===== config.mk =====
export PLATFORM = sky130hd
export DESIGN_NAME = slt_extend_unit
export DESIGN_NICKNAME = d
export VERILOG_FILES = /design/src/rtl/slt_extend_unit.sv
export SDC_FILE = /design/constraint.sdc
export NUM_CORES = 1
export LEC_CHECK = 0
export BUFFER_PORTS_ARGS = -buffer_cell sky130_fd_sc_hd__buf_2
export CAP_MARGIN = 20
export CELL_PAD_IN_SITES_DETAIL_PLACEMENT = 1
export CELL_PAD_IN_SITES_GLOBAL_PLACEMENT = 2
export CORE_UTILIZATION = 32
export CTS_CLUSTER_SIZE = 14
export DETAILED_ROUTE_END_ITERATION = 6
export GPL_TIMING_DRIVEN = 0
export PLACE_DENSITY_LB_ADDON = 0.1
export SYNTH_ARGS = -nofsm -noshare
export SYNTH_HDL_FRONTEND = slang
export SYNTH_SLANG_ARGS = --single-unit
export TNS_END_PERCENT = 20

===== constraint.sdc =====
create_clock -name clk -period 1.89 [get_ports clk]
set_clock_uncertainty 0.05 [all_clocks]
set_input_delay 0.378 -clock clk [delete_from_list [all_inputs] [get_ports clk]]
set_output_delay 0.378 -clock clk [all_outputs]
set_load 0.1 [all_outputs]

===== src/rtl/slt_extend_unit.sv =====
// rtl/slt_extend_unit.sv - multi-cycle set-less-than, one CHUNK slice per cycle, MSB slice first
// Optional macro SLT_SIGNED_EN honours sign_mode; without it every comparison is unsigned.
module slt_extend_unit #(
   parameter int WIDTH = 32,
   parameter int CHUNK = 8
) (
   input  logic             clk,
   input  logic             reset,
   input  logic             start,
   input  logic [WIDTH-1:0] a,
   input  logic [WIDTH-1:0] b,
   input  logic             sign_mode,
   output logic             busy,
   output logic             done,
   output logic [WIDTH-1:0] result
);

   localparam int NCHUNK = WIDTH / CHUNK;
   localparam int IDXW   = (NCHUNK > 1) ? $clog2(NCHUNK) : 1;
   localparam logic [CHUNK-1:0] TOP_MASK = CHUNK'(1) << (CHUNK - 1);

   typedef enum logic [1:0] {ST_IDLE, ST_CMP, ST_DONE} state_t;

   state_t           r_state;
   state_t           w_next;
   logic [WIDTH-1:0] r_a;
   logic [WIDTH-1:0] r_b;
   logic             r_sign;
   logic [IDXW-1:0]  r_idx;
   logic             r_decided;
   logic             r_lt;
   logic             r_result_lt;

   logic             w_sign_en;
   logic             w_flip;
   logic             w_last;
   logic [CHUNK-1:0] w_sa;
   logic [CHUNK-1:0] w_sb;
   logic             w_slice_lt;
   logic             w_slice_ne;
   logic             w_lt_final;

`ifdef SLT_SIGNED_EN
   assign w_sign_en = r_sign;
`else
   // sign_mode is still captured but forced off, so only unsigned ordering exists
   assign w_sign_en = r_sign & 1'b0;
`endif

   // Operands shift left each CMP cycle, so the current slice is always the top CHUNK bits.
   // Signed ordering flips only the sign bit, which lives in the first (MSB) slice.
   assign w_flip     = w_sign_en && (r_idx == '0);
   assign w_sa       = r_a[WIDTH-1 -: CHUNK] ^ (w_flip ? TOP_MASK : '0);
   assign w_sb       = r_b[WIDTH-1 -: CHUNK] ^ (w_flip ? TOP_MASK : '0);
   assign w_slice_lt = (w_sa < w_sb);
   assign w_slice_ne = (w_sa != w_sb);
   assign w_last     = (r_idx == IDXW'(NCHUNK - 1));
   assign w_lt_final = r_decided ? r_lt : w_slice_lt;

   always_ff @(posedge clk) begin
      if (reset) begin
         r_state     <= ST_IDLE;
         r_a         <= '0;
         r_b         <= '0;
         r_sign      <= 1'b0;
         r_idx       <= '0;
         r_decided   <= 1'b0;
         r_lt        <= 1'b0;
         r_result_lt <= 1'b0;
      end else begin
         r_state <= w_next;
         case (r_state)
            ST_IDLE: begin
               if (start) begin
                  r_a       <= a;
                  r_b       <= b;
                  r_sign    <= sign_mode;
                  r_idx     <= '0;
                  r_decided <= 1'b0;
                  r_lt      <= 1'b0;
               end
            end
            ST_CMP: begin
               r_a   <= r_a << CHUNK;
               r_b   <= r_b << CHUNK;
               r_idx <= r_idx + IDXW'(1);
               if (!r_decided && w_slice_ne) begin
                  r_decided <= 1'b1;
                  r_lt      <= w_slice_lt;
               end
               if (w_last) begin
                  r_result_lt <= w_lt_final;
               end
            end
            default: ;
         endcase
      end
   end

   always_comb begin
      w_next = r_state;
      busy   = 1'b0;
      done   = 1'b0;
      case (r_state)
         ST_IDLE: begin
            if (start) w_next = ST_CMP;
         end
         ST_CMP: begin
            busy = 1'b1;
            if (w_last) w_next = ST_DONE;
         end
         ST_DONE: begin
            busy   = 1'b1;
            done   = 1'b1;
            w_next = ST_IDLE;
         end
         default: w_next = ST_IDLE;
      endcase
   end

   always_comb begin
      result    = '0;
      result[0] = r_result_lt;
   end

endmodule


==> key figures <==
Status
  – Status: complete, no violations

Placement
  – PortBufs: 68
  – RePlAce Congestion: 0.7562
  – DP Worst Slack: -109.7 ps
  – Dpl hpwl: 7.281 mm

Synthesis
  – Post-synthesis area per instance: 9.875 µm²
  – Compound-Gate Fraction of Synth Area: 20.29%
  – Largest family of logic cells by synthesized area: compound AO/OA/AOI/OAI gates
  – Synth Area in Adders: 4.098%
  – Synth warn: 0
  – Cells after synthesis: 371
  – Post-Synth Simple-Gate Area: 9.699%
  – Synth Register Bits: 71
  – Register area share after synthesis: 38.80%
  – Post-synthesis mux area share: 14.21%
  – Post-synthesis cell type count: 36
  – Synthesized area: 3664 µm²
  – Synthesized-area fraction occupied by xor and xnor cells: 0%

Floorplan
  – Die width: 109.0 µm
  – Core area: 10980 µm²
  – Die footprint: 11880 µm²
  – Rows: 38
  – Initial Utilization: 33.36%
  – Die height: 109.0 µm
  – Top Ports: 102

Setup path
  – Critical path arrival: 1350 ps
  – Crit end category: primary output
  – Element type at the critical path start: flip-flop
  – Critical path required time: 1460 ps
  – Slowest stage cell, crit path: dfxtp_1
  – CP Max Fanout: 3
  – CP peak stage delay: 350 ps
  – Crit-path cells: inv_1 -> ha_2 -> buf_4
  – Crit Path Category: reg -> out

STA
  – Min Clock Period, post-route: 1776 ps
  – Fin. Hold Viols: 0
  – Slew Limit Fails: 0
  – Max-slew headroom: 45.54%
  – Crit share post-route: 93.98%
  – Fmax: 563.0 MHz
  – Worst-margin pin slew: 816.9 ps
  – Unrepaired setup endpoints after global routing: no
  – Worst setup margin: 113.8 ps
  – # setup viols final: 0

GRT
  – Global-route wire length before repair: 15.54 mm
  – GRT overflow: 0
  – Largest net degree at the start of global routing: 13
  – Gr usage total: 17.57%
  – Initial antenna violation count: 0
  – Vias in the first global route: 3078

Pwr
  – Cell Pwr Density: 1023 nW/µm²
  – Reg power frac: 36.6%
  – Clock share of power: 36.8%
  – VDD IR max: 0.0005329 V
  – Comb power frac: 26.6%
  – Sw Share: 32.61%
  – Total Power: 4.766 mW
  – Pint: 3.212 mW
  – NetSw: 1.554 mW
  – Leakage: 2.010 nW

Drt
  – Routed wire length per instance: 15.35 µm
  – Number of remaining DRC errors: 0
  – Drt first pass iters: 4
  – Metal3 WL: 391 µm
  – Top layer reached by signal wires: met4
  – First DRT Iteration DRCs: 56
  – Drt via density: 4.638
  – Final WL: 9.653 mm
  – Via count: 2917
  – Met2 Wirelength: 4.609 mm
  – DRT antenna net count: 0
  – Metal-1 WL: 4.500 mm

Finish
  – Number of diodes: 0
  – Nets: 564
  – P&R area growth vs syn: 27.15%
  – Final core occ: 42.41%
  – Layout cells sized above 1: 36.61%
  – Fillers: 1287

Clock tree
  – CTS tree: built
  – CTS HTree Levels: 3
  – Longest Clk Path Bufs: 2
  – CTS root buf: clkbuf_16
  – Hold_buf cts: 0
  – Clock sinks: 71
  – Worst skew pair latency: 340 ps
  – Num CTS Buffers: 9
  – Clk pin slew, worst setup/hold paths: 60 ps

Job
  – Max-cap viol count: 0

Worst hold path
  – HP Class: in -> reg
-- cell usage in the layout (no fill, tap or decap), types with 2 or more instances in the layout --
master,n
a211oi_1,30
a211oi_2,20
a21oi_1,6
a22oi_1,6
a22oi_2,10
buf_2,72
buf_4,45
buf_6,6
clkbuf_1,7
clkbuf_16,9
clkbuf_8,2
clkinvlp_4,2
conb_1,31
dfxtp_1,71
ha_1,10
ha_2,2
inv_1,12
mux2i_1,46
mux2i_2,2
nand2_1,4
nand2b_1,2
nand4_1,2
nor2_1,67
nor2b_1,3
o211ai_1,2
o21ai_1,3
-- final timing paths --
kind | start | end | slack (ps) | cells past startpoint
setup / recovery | r_state[0] | busy | 110 | 3
hold / removal | b[3] | r_b[3] | 220 | 3
setup reg to reg | r_state[1] | r_a[27] | 130 | 6
hold reg to reg | r_b[26] | r_b[26] | 450 | 2
-- registers in the layout, indices dropped and copies added (netlist names) --
name and count:
r_a 32, r_b 32, r_decided 1, r_idx 2
r_lt 1, r_result_lt 1, r_state 2
-- synth_stat cells, drive strengths merged --
library cell	n	share of area (%)
a22oi	16	4.6
mux2	2	0.72
or3	1	0.17
conb	1	0.10
nor3	1	0.14
a211oi	50	13
nand3b	1	0.20
nand2b	2	0.34
nand2	4	0.41
a41oi	1	0.24
a32oi	1	0.24
or2	1	0.17
o211ai	2	0.41
and3b	1	0.24
a21oi	6	0.82
nor2b	3	0.51
nor2	68	7.2
dfxtp	71	39
nand4	2	0.34
a2111oi	1	0.41
buf	52	11
inv	12	1.2
ha	12	4.1
o21ai	4	0.55
clkbuf	7	0.82
mux2i	49	13
-- worst max-delay path: cells and delay by family (launching register included) --
| family | cells | cell delay, ps |
|---|---|---|
| adder cells (fa/ha/maj) | 1 | 300 |
| buffers and inverters | 2 | 350 |
| flip-flops | 1 | 350 |
-- power groups by stage --
stage	clock, mW	sequential (mW)	combinational [mW]
after CTS	1.80	1.74	1.26
after global placement	0	1.77	1.22
final	1.76	1.74	1.27
after global routing	1.88	1.76	1.38
after detailed placement	0	1.78	1.24
after floorplan	0	1.74	0.997
-- area by class of cell --
type / count / area [µm²] / area share (%)
Buffer: 59 / 426.7 / 9.159
Clock buffer: 12 / 256.5 / 5.506
Clock inverter: 4 / 53.80 / 1.155
Inverter: 12 / 45.04 / 0.9670
Multi-Input combinational cell: 259 / 1907 / 40.93
Sequential cell: 71 / 1421 / 30.51
Tap cell: 140 / 175.2 / 3.760
Timing Repair Buffer: 72 / 372.9 / 8.004
-- through the flow --
stage,instance area [µm²],cells,hold slack [ps],setup TNS [ps]
after global placement,4292,609,427.0,-636.6
final,4658,629,224.5,0
after global routing,4658,629,225.6,0
after floorplan,3776,401,407.8,0
after detailed placement,4292,609,440.9,-1045
after CTS,4616,625,218.6,0
-- routing by layer --
metal / vias to the layer above / GRT usage (%)
li1: 1483 / -
met1: 1360 / 22.03
met2: 63 / 29.25
met3: 11 / 3.945
met4: 0 / 6.564
met5: - / 0
-- timing repair --
action	CTS	global route
gates resized for setup	3	5
setup endpoints to repair	13	36
buffers inserted	0	4
gates cloned	0	0
-- logic make-up (layout without fill, tap and decap cells) --
group,after synthesis,count (layout)
and+or+nand+nor,84,84
muxes,51,51
adders and majority gates,12,12
other,1,31
AOI/OAI and AO/OA,81,81
buffers and inverters,71,159
DFF,71,71
No activity file was read; power rests on OpenSTA's default activity.
